<file path="config.mk">
export PLATFORM = sky130hd
export DESIGN_NAME = store_data_narrower
export DESIGN_NICKNAME = d
export VERILOG_FILES = /design/src/rtl/store_pkg.sv /design/src/rtl/sync_fifo.sv /design/src/rtl/store_data_narrower.sv
export SDC_FILE = /design/constraint.sdc
export NUM_CORES = 1
export LEC_CHECK = 0
export ABC_AREA = 1
export CAP_MARGIN = 20
export CORE_MARGIN = 1.5
export CORE_UTILIZATION = 30
export CTS_CLUSTER_SIZE = 24
export DETAILED_ROUTE_END_ITERATION = 8
export SYNTH_ARGS = -nofsm -noshare
export SYNTH_HDL_FRONTEND = slang
export SYNTH_SLANG_ARGS = --single-unit
</file>
<file path="constraint.sdc">
create_clock -name clk -period 7.9 [get_ports clk]
set_input_delay 1.58 -clock clk [delete_from_list [all_inputs] [get_ports clk]]
set_output_delay 1.58 -clock clk [all_outputs]
set_load 0.02 [all_outputs]
</file>
<file path="src/rtl/store_pkg.sv">
// Shared definitions for the store narrowing path: size encodings, lane record
// and the big-endian byte-lane mapping function.
package store_pkg;

   typedef enum logic [1:0] {
      SZ_BYTE = 2'b00,
      SZ_HALF = 2'b01,
      SZ_WORD = 2'b10,
      SZ_RSVD = 2'b11
   } st_size_e;

   typedef struct packed {
      logic [31:0] wdata;
      logic [3:0]  be;
   } lane_t;

   // Big-endian lanes: be[3] covers bits 31:24, i.e. byte offset 0.
   function automatic lane_t lane_map(input st_size_e sz, input logic [1:0] a, input logic [31:0] d);
      lane_t l;
      l.wdata = 32'h0000_0000;
      l.be    = 4'b0000;
      case (sz)
         SZ_BYTE: begin
            l.wdata = {4{d[7:0]}};
            l.be    = 4'b1000 >> a;
         end
         SZ_HALF: begin
            l.wdata = {2{d[15:0]}};
            l.be    = a[1] ? 4'b0011 : 4'b1100;
         end
         SZ_WORD: begin
            l.wdata = d;
            l.be    = 4'b1111;
         end
         default: begin
            l.wdata = 32'h0000_0000;
            l.be    = 4'b0000;
         end
      endcase
      return l;
   endfunction

endpackage

</file>
<file path="src/rtl/sync_fifo.sv">
// Synchronous FIFO with occupancy count; head entry is presented combinationally
// from registered storage, so it stays stable until popped.
module sync_fifo #(
   parameter int DEPTH = 4,
   parameter int WIDTH = 68
) (
   input  logic                     clk,
   input  logic                     rst_n,
   input  logic                     push_i,
   input  logic [WIDTH-1:0]         din_i,
   input  logic                     pop_i,
   output logic [WIDTH-1:0]         dout_o,
   output logic                     full_o,
   output logic                     empty_o,
   output logic [$clog2(DEPTH):0]   count_o
);

   localparam int PW = $clog2(DEPTH);
   localparam int CW = PW + 1;

   logic [WIDTH-1:0] mem_q [DEPTH];
   logic [PW-1:0]    wr_ptr_q, rd_ptr_q;
   logic [CW-1:0]    count_q, count_d;
   logic             push_ok_s, pop_ok_s;

   assign full_o    = (count_q == CW'(DEPTH));
   assign empty_o   = (count_q == CW'(0));
   assign push_ok_s = push_i && !full_o;
   assign pop_ok_s  = pop_i && !empty_o;
   assign dout_o    = mem_q[rd_ptr_q];
   assign count_o   = count_q;

   always_comb begin
      count_d = count_q;
      case ({push_ok_s, pop_ok_s})
         2'b10:   count_d = count_q + CW'(1);
         2'b01:   count_d = count_q - CW'(1);
         default: count_d = count_q;
      endcase
   end

   always_ff @(posedge clk) begin
      if (!rst_n) begin
         wr_ptr_q <= '0;
         rd_ptr_q <= '0;
         count_q  <= '0;
      end else begin
         if (push_ok_s) wr_ptr_q <= wr_ptr_q + PW'(1);
         if (pop_ok_s)  rd_ptr_q <= rd_ptr_q + PW'(1);
         count_q <= count_d;
      end
   end

   // Storage needs no reset: pointers and count define which entries are live.
   always_ff @(posedge clk) begin
      if (push_ok_s) mem_q[wr_ptr_q] <= din_i;
   end

endmodule

</file>
<file path="src/rtl/store_data_narrower.sv">
// Narrows register store data onto big-endian byte lanes and posts it through a
// DEPTH-entry write queue. Define STORE_MISALIGN_TRAP_EN to reject misaligned stores.
module store_data_narrower
   import store_pkg::*;
#(
   parameter int DEPTH  = 4,
   parameter int ADDR_W = 32
) (
   input  logic                      clk,
   input  logic                      rst_n,
   input  logic                      st_valid,
   output logic                      st_ready,
   input  logic [ADDR_W-1:0]         st_addr,
   input  logic [31:0]               st_data,
   input  logic [1:0]                st_size,
   output logic                      mem_valid,
   input  logic                      mem_ready,
   output logic [ADDR_W-1:0]         mem_addr,
   output logic [31:0]               mem_wdata,
   output logic [3:0]                mem_be,
   output logic                      st_err,
   output logic [$clog2(DEPTH):0]    pending
);

   localparam int EW = ADDR_W + 36;

   typedef struct packed {
      logic [ADDR_W-1:0] addr;
      lane_t             lane;
   } entry_t;

   st_size_e size_s;
   logic [1:0] lane_a_s;
   logic       reject_s, hs_s, push_s, full_s, empty_s, err_q;
   entry_t     entry_s, head_s;
   logic [EW-1:0] head_bits_s;

   assign size_s = st_size_e'(st_size);

   always_comb begin
      lane_a_s = st_addr[1:0];
`ifdef STORE_MISALIGN_TRAP_EN
      reject_s = (size_s == SZ_RSVD) ||
                 ((size_s == SZ_HALF) && st_addr[0]) ||
                 ((size_s == SZ_WORD) && (st_addr[1:0] != 2'b00));
`else
      reject_s = (size_s == SZ_RSVD);
      // Misaligned stores are silently aligned down rather than trapped.
      case (size_s)
         SZ_HALF: lane_a_s = {st_addr[1], 1'b0};
         SZ_WORD: lane_a_s = 2'b00;
         default: lane_a_s = st_addr[1:0];
      endcase
`endif
      entry_s.addr = {st_addr[ADDR_W-1:2], 2'b00};
      entry_s.lane = lane_map(size_s, lane_a_s, st_data);
   end

   assign st_ready = rst_n && !full_s;
   assign hs_s     = st_valid && st_ready;
   assign push_s   = hs_s && !reject_s;

   sync_fifo #(
      .DEPTH (DEPTH),
      .WIDTH (EW)
   ) u_fifo (
      .clk     (clk),
      .rst_n   (rst_n),
      .push_i  (push_s),
      .din_i   (entry_s),
      .pop_i   (mem_valid && mem_ready),
      .dout_o  (head_bits_s),
      .full_o  (full_s),
      .empty_o (empty_s),
      .count_o (pending)
   );

   assign head_s    = entry_t'(head_bits_s);
   assign mem_valid = !empty_s;
   assign mem_addr  = head_s.addr;
   assign mem_wdata = head_s.lane.wdata;
   assign mem_be    = head_s.lane.be;
   assign st_err    = err_q;

   always_ff @(posedge clk) begin
      if (!rst_n) err_q <= 1'b0;
      else        err_q <= hs_s && reject_s;
   end

endmodule
</file>
==> summary.md, run 1 <==
| Metric | Value |
|---|---|
| Status | `completed` |
| Via count | `6902` |
| Design area | `0.0142 mm2` |
| Worst R2R Setup Slack | `5.28 ns` |
| Final ANT Viol Nets | `0` |
| Largest net degree at the start of global routing | `113` |
| Share of cells above drive strength 1 | `15.6%` |
| Post-route clock period utilization | `61.8%` |
| Switching power | `around 1.3 mW` |
| Total wire length | `27500 um` |
| Clock Tree Root | `clkbuf_16` |
| CTS max path bufs | `3` |
| Combinational fraction of design power | `a little under 30%` |
| HPWL Detailed | `16600 um` |
| Hold crit path type | `flip-flop to flip-flop` |
| Layout area overhead | `24.1%` |
| Worst slew margin | `a little over a quarter` |
| Sequential power share | `39.9%` |
| CTS tree | `yes` |
| TritonCTS Buffers | `29` |
| First-pass GRT wire length | `41100 um` |
| Final min period | `4.88 ns` |
| Slew @ Worst Pin | `1.11 ns` |
| Yosys warnings | `0` |
| Hold buffers post-CTS | `0` |
| Vias per cell | `between 4 and 5` |
| Die area | `0.0394 mm2` |
| Fill cells | `3576` |
| Yosys cell types | `31` |
| # nets final | `1038` |
| Syn Inst Count | `823` |
| Worst IR Drop VDD | `0.172 mV` |
| PD cells | `298 mW/mm2` |
| Most common cell in the netlist | `edfxtp_1` |
| Syn avg cell area | `13.9 um2` |
| DR WL/cell | `18.5 um` |
| Area contributors post-synth | `edfxtp_1 69%, o21ai_0 5.9%, o22ai_2 4.4%, nor2_4 3.9%, nor2_1 3.6%` |
| CP required | `6.32 ns` |
| Startpoint Class | `flip-flop` |
| Ys flop type | `edfxtp_1` |
| Remaining Overflow, GRT | `0` |
| Area share of the largest cell type after synthesis | `69.2%` |
| CP Capture Type | `output pin` |
| CTS H-tree depth | `1` |
| Clock slew at reported path FFs | `roughly 0.050 ns` |
| Post-Syn Area | `0.0115 mm2` |
| Cell internal pwr | `2.90 mW` |
| Max frequency | `205 MHz` |
| Die W | `198 um` |
| Clock skew | `0.0236 ns` |
| Seq/Total Area, Yosys | `70.9%` |
| # Post-CTS Setup Buffers | `0` |
| # resized after CTS | `0` |
| Synth cell count leaders | `264 x edfxtp_1, 134 x o21ai_0, 110 x nor2_1` |
| Die Span Y | `198 um` |
| Sink Count | `around 270` |
| Num ports | `144` |
| Critical Path AT | `3.30 ns` |
| Minimum hold slack | `roughly 0.50 ns` |
| Buffers on Ports | `141` |
| Max-cap violations | `0` |
| FP Rows | `71` |
| Final Setup Violations | `0` |
| Unrepaired setup endpoints after global routing | `no` |
| Drt first-iter violations | `500` |
| Largest area contributor in the netlist | `edfxtp_1` |
| Clock latency on the worst-skew pair | `0.55 ns` |
| Ys async rst share | `0%` |
| Initial core utilization | `30.4%` |
| Final Hold Vio Count | `0` |
| Sum Neg Setup Slack | `0 ns` |
| Slew Viols, Final | `0` |
| GRT Overall Usage | `13.9%` |
| Sw frac | `31.5%` |
| DR DRC count | `0` |
| EDFF count, synth | `264` |
| FF+latch count, synth | `274` |
| Placed Area | `0.0133 mm2` |
| Vias in the first global route | `6721` |
| Core ar. | `0.0377 mm2` |
| Clock power frac | `between 30 and 40%` |
| First drt pass iteration count | `5` |
| RD Place Congestion | `0.833` |
| Setup CP Type | `flip-flop to output pin` |
| Leakage | `4.68 nW` |
| Initial antenna violation count | `1` |
| CP Max Fanout | `75` |
[metrics by stage]
| stage | setup slack (ns) | total power, mW | util [%] | cells |
|---|---|---|---|---|
| final | 3.02 | 4.24 | 37.7 | 1490 |
| after global routing | 2.79 | 4.43 | 37.7 | 1489 |
| after floorplan | 2.43 | 2.51 | - | 824 |
| after detailed placement | 2.62 | 3.00 | 35.3 | 1437 |
| after CTS | 2.85 | 4.30 | 37.7 | 1488 |
| after global placement | 2.68 | 2.99 | 35.3 | 1437 |
[cells by family after synthesis]
logic type | count (synthesis) | share of synthesized area, %
other cells | 1 | 0.0327
buf+inv | 91 | 4.33
simple gates | 210 | 9.97
compound gates | 237 | 13.6
flops | 274 | 70.9
fa+ha+maj | 10 | 1.16
[area by class of cell]
| type | instances | area (um2) | share of cell area (%) |
|---|---|---|---|
| well taps | 511 | 639 | 4.50 |
| flip-flops and latches | 274 | 8130 | 57.2 |
| multi-input cells | 459 | 2870 | 20.2 |
| clock inverters | 17 | 156 | 1.10 |
| inverters | 42 | 163 | 1.14 |
| repair buffers | 152 | 1510 | 10.6 |
| clock buffers | 34 | 744 | 5.24 |
| diodes | 1 | 2.50 | 0.0176 |
[final timing paths]
path | from | to | cells past startpoint
min | u_fifo.rd_ptr_q[0]$_SDFFE_PN0P_ | u_fifo.rd_ptr_q[0]$_SDFFE_PN0P_ | 2
min reg2reg | u_fifo.rd_ptr_q[0]$_SDFFE_PN0P_ | u_fifo.rd_ptr_q[0]$_SDFFE_PN0P_ | 2
max reg2reg | u_fifo.count_o[1]$_SDFFE_PN0P_ | u_fifo.mem_q[2][59]$_DFFE_PP_ | 6
max | flip-flop | mem_wdata[9] | 5
[power groups by stage]
stage,Clock (mW),Sequential (mW),Combinational [mW]
3_5_place_dp,0,1.72,1.28
4_1_cts,1.32,1.69,1.29
6_report,1.29,1.69,1.26
2_1_floorplan,0,1.72,0.794
3_3_place_gp,0,1.72,1.27
5_1_grt,1.38,1.70,1.36
[cells in the final DEF (no fill, tap or decap), types with 6 or more instances in the layout]
cell type	count
edfxtp_1	264
clkdlybuf4s50_1	141
o21ai_0	134
nor2_1	106
nor2_4	44
o22ai_2	40
inv_1	36
o22ai_1	34
nand2_1	31
clkbuf_16	29
nand3_1	19
o21ai_1	14
buf_4	10
ha_1	9
clkinv_1	9
nor2_2	8
dfxtp_1	8
a21oi_1	6
[registers in the layout, summed over array words and instances (netlist names), named ones only]
name	cells
u_fifo.mem_q	264
u_fifo.rd_ptr_q	2
u_fifo.count_o	3
st_err	1
u_fifo.wr_ptr_q	2
[worst max-delay path, stage by stage, from the launching register on]
cell	delay [ns]
dfxtp_4	0.42
inv_6	0.58
buf_4	0.65
o21ai_0	0.18
o22ai_2	0.23
clkdlybuf4s50_1	0.67
[metal layers]
layer / global-route usage (%) / share of wire [%] / vias up
li1: - / - / 3290
met2: 22.3 / 47 / 202
met3: 2.78 / 5.9 / 37
met4: 3.45 / 2.0 / 0
met1: 19.4 / 46 / 3373
met5: 0 / 0 / -
(Power assumes the default switching activity.)
==> run 2, diff against run 1 <==
clock period = 4.4 ns   (was 7.9 ns; I/O delays follow)
==> summary.md, run 2 (synthesized netlist as in run 1, its figures left out) <==
| Metric | Value |
|---|---|
| Num ports | `144` |
| CP Capture Type | `output pin` |
| Die W | `198 um` |
| FP Rows | `71` |
| Placed Area | `0.0134 mm2` |
| Share of cells above drive strength 1 | `16.6%` |
| Startpoint Class | `flip-flop` |
| CTS H-tree depth | `1` |
| Buffers on Ports | `141` |
| Hold crit path type | `flip-flop to flip-flop` |
| Max-cap violations | `0` |
| Commonest non-fill, non-tap cells in the layout | `264 x edfxtp_1, 141 x clkdlybuf4s50_1, 134 x o21ai_0, 106 x nor2_1, 44 x nor2_4` |
| Reg2reg end | `u_fifo.count_o[2]$_SDFFE_PN0P_` |
| Hold buffers post-CTS | `0` |
| Final Hold Vio Count | `0` |
| Hold path endpoint | `u_fifo.rd_ptr_q[0]$_SDFFE_PN0P_` |
| Worst R2R Setup Slack | `2.26 ns` |
| Minimum hold slack | `slightly above 0.5 ns` |
| Final Setup Violations | `0` |
| Layout area overhead | `25.7%` |
| Clock latency on the worst-skew pair | `roughly 0.54 ns` |
| Vias in the first global route | `6915` |
| Slew @ Worst Pin | `0.742 ns` |
| Slew Viols, Final | `0` |
| Total wire length | `28100 um` |
| FF-to-FF path depth | `10` |
| # resized after CTS | `0` |
| DR WL/cell | `18.8 um` |
| Worst IR Drop VDD | `0.411 mV` |
| Drt first-iter violations | `roughly 430` |
| Post-route clock period utilization | `83.5%` |
| Clock skew | `0.0223 ns` |
| First-pass GRT wire length | `42000 um` |
| Initial core utilization | `30.4%` |
| Via count | `6927` |
| Initial antenna violation count | `1` |
| Worst hold start | `u_fifo.rd_ptr_q[0]$_SDFFE_PN0P_` |
| # nets final | `between 1000 and 1500` |
| Clock Tree Root | `clkbuf_16` |
| HPWL Detailed | `17800 um` |
| First drt pass iteration count | `5` |
| # Post-CTS Setup Buffers | `0` |
| Final ANT Viol Nets | `0` |
| Min-Delay Path Depth | `2` |
| CP Max Fanout | `57` |
| TritonCTS Buffers | `29` |
| RD Place Congestion | `0.817` |
| Final min period | `3.67 ns` |
| Vias per cell | `4.63` |
| Worst slew margin | `roughly half` |
| Leakage | `approximately 4.8 nW` |
| Most common cell after layout, fill and taps aside | `edfxtp_1` |
| Critical Path AT | `2.79 ns` |
| Die area | `~0.039 mm2` |
| Remaining Overflow, GRT | `0` |
| Unrepaired setup endpoints after global routing | `no` |
| CP required | `3.52 ns` |
| GRT Overall Usage | `14.2%` |
| CTS tree | `yes` |
| Setup CP Type | `flip-flop to output pin` |
| CTS max path bufs | `3` |
| Design area | `around 0.014 mm2` |
| Max frequency | `272 MHz` |
| Clock slew at reported path FFs | `0.06 ns` |
| PD cells | `547 mW/mm2` |
| Core ar. | `approximately 0.038 mm2` |
| Largest Register | `u_fifo.mem_q` |
| Die Span Y | `198 um` |
| Sink Count | `around 270` |
| Max reg flops | `264` |
| Number of diodes | `0` |
| Largest net degree at the start of global routing | `133` |
| Worst reg2reg path startpoint | `u_fifo.count_o[1]$_SDFFE_PN0P_` |
| Status | `completed` |
| DR DRC count | `0` |
-- run 2: changes by cell type in the layout (fill, tap and decap cells not counted), sizes merged --
cell      delta
clkinv       +1
diode        -1
inv          -1
bufinv       +3
buf          +4
clkbuf       -3
clkinvlp     +2
-- run 2: worst max-delay path, stage by stage, from the launching register on --
cell,delay (ns)
dfxtp_4,0.37
inv_6,0.47
buf_4,0.40
o21ai_0,0.12
o22ai_1,0.20
clkdlybuf4s50_1,0.65
-- run 2: worst max path at each step --
stage                     from                             end  cells after the start
floorplan           st_size[0]    u_fifo.mem_q[0][0]$_DFFE_PP_                      4
global placement    st_size[0]  u_fifo.count_o[2]$_SDFFE_PN0P_                     12
detailed placement  st_size[0]  u_fifo.count_o[2]$_SDFFE_PN0P_                     12
CTS                  flip-flop                    mem_addr[12]                      5
global route         flip-flop                    mem_addr[12]                      5
finish               flip-flop                    mem_addr[12]                      5
-- run 2: power by group --
group / switching [mW] / internal (mW) / total [mW] / leakage [nW]
logic: 1.44 / 0.892 / 2.33 / 1.78
clock network: 0.979 / 1.55 / 2.53 / 0.482
registers: 0.0398 / 2.98 / 3.02 / 2.50
-- run 2: metrics by stage --
stage          std cells  TNS (ns)  setup WS, ns  power (mW)  util [%]
6_report            1495         0         0.726        7.88      38.2
5_1_grt             1495         0         0.551        8.23      38.2
4_1_cts             1495         0         0.666        7.98      38.2
3_5_place_dp        1442         0         0.804        5.45      35.6
3_3_place_gp        1442         0         0.858        5.43      35.6
2_1_floorplan        824    -98.09        -0.372        4.51         -
-- run 2: layer usage --
metal | global-route usage (%) | routed length [um]
met1 | 20.0 | 12900
met2 | 22.5 | 13100
met3 | 2.78 | 1550
met4 | 3.54 | 541
met5 | 0 | 13
-- run 2: area by class of cell --
class	count	area [um2]
fill	3564	23300
sequential	274	8130
multi-input combinational	459	2870
timing repair buffer	156	1600
clock buffer	31	733
tap	511	639
clock inverter	22	263
inverter	42	163
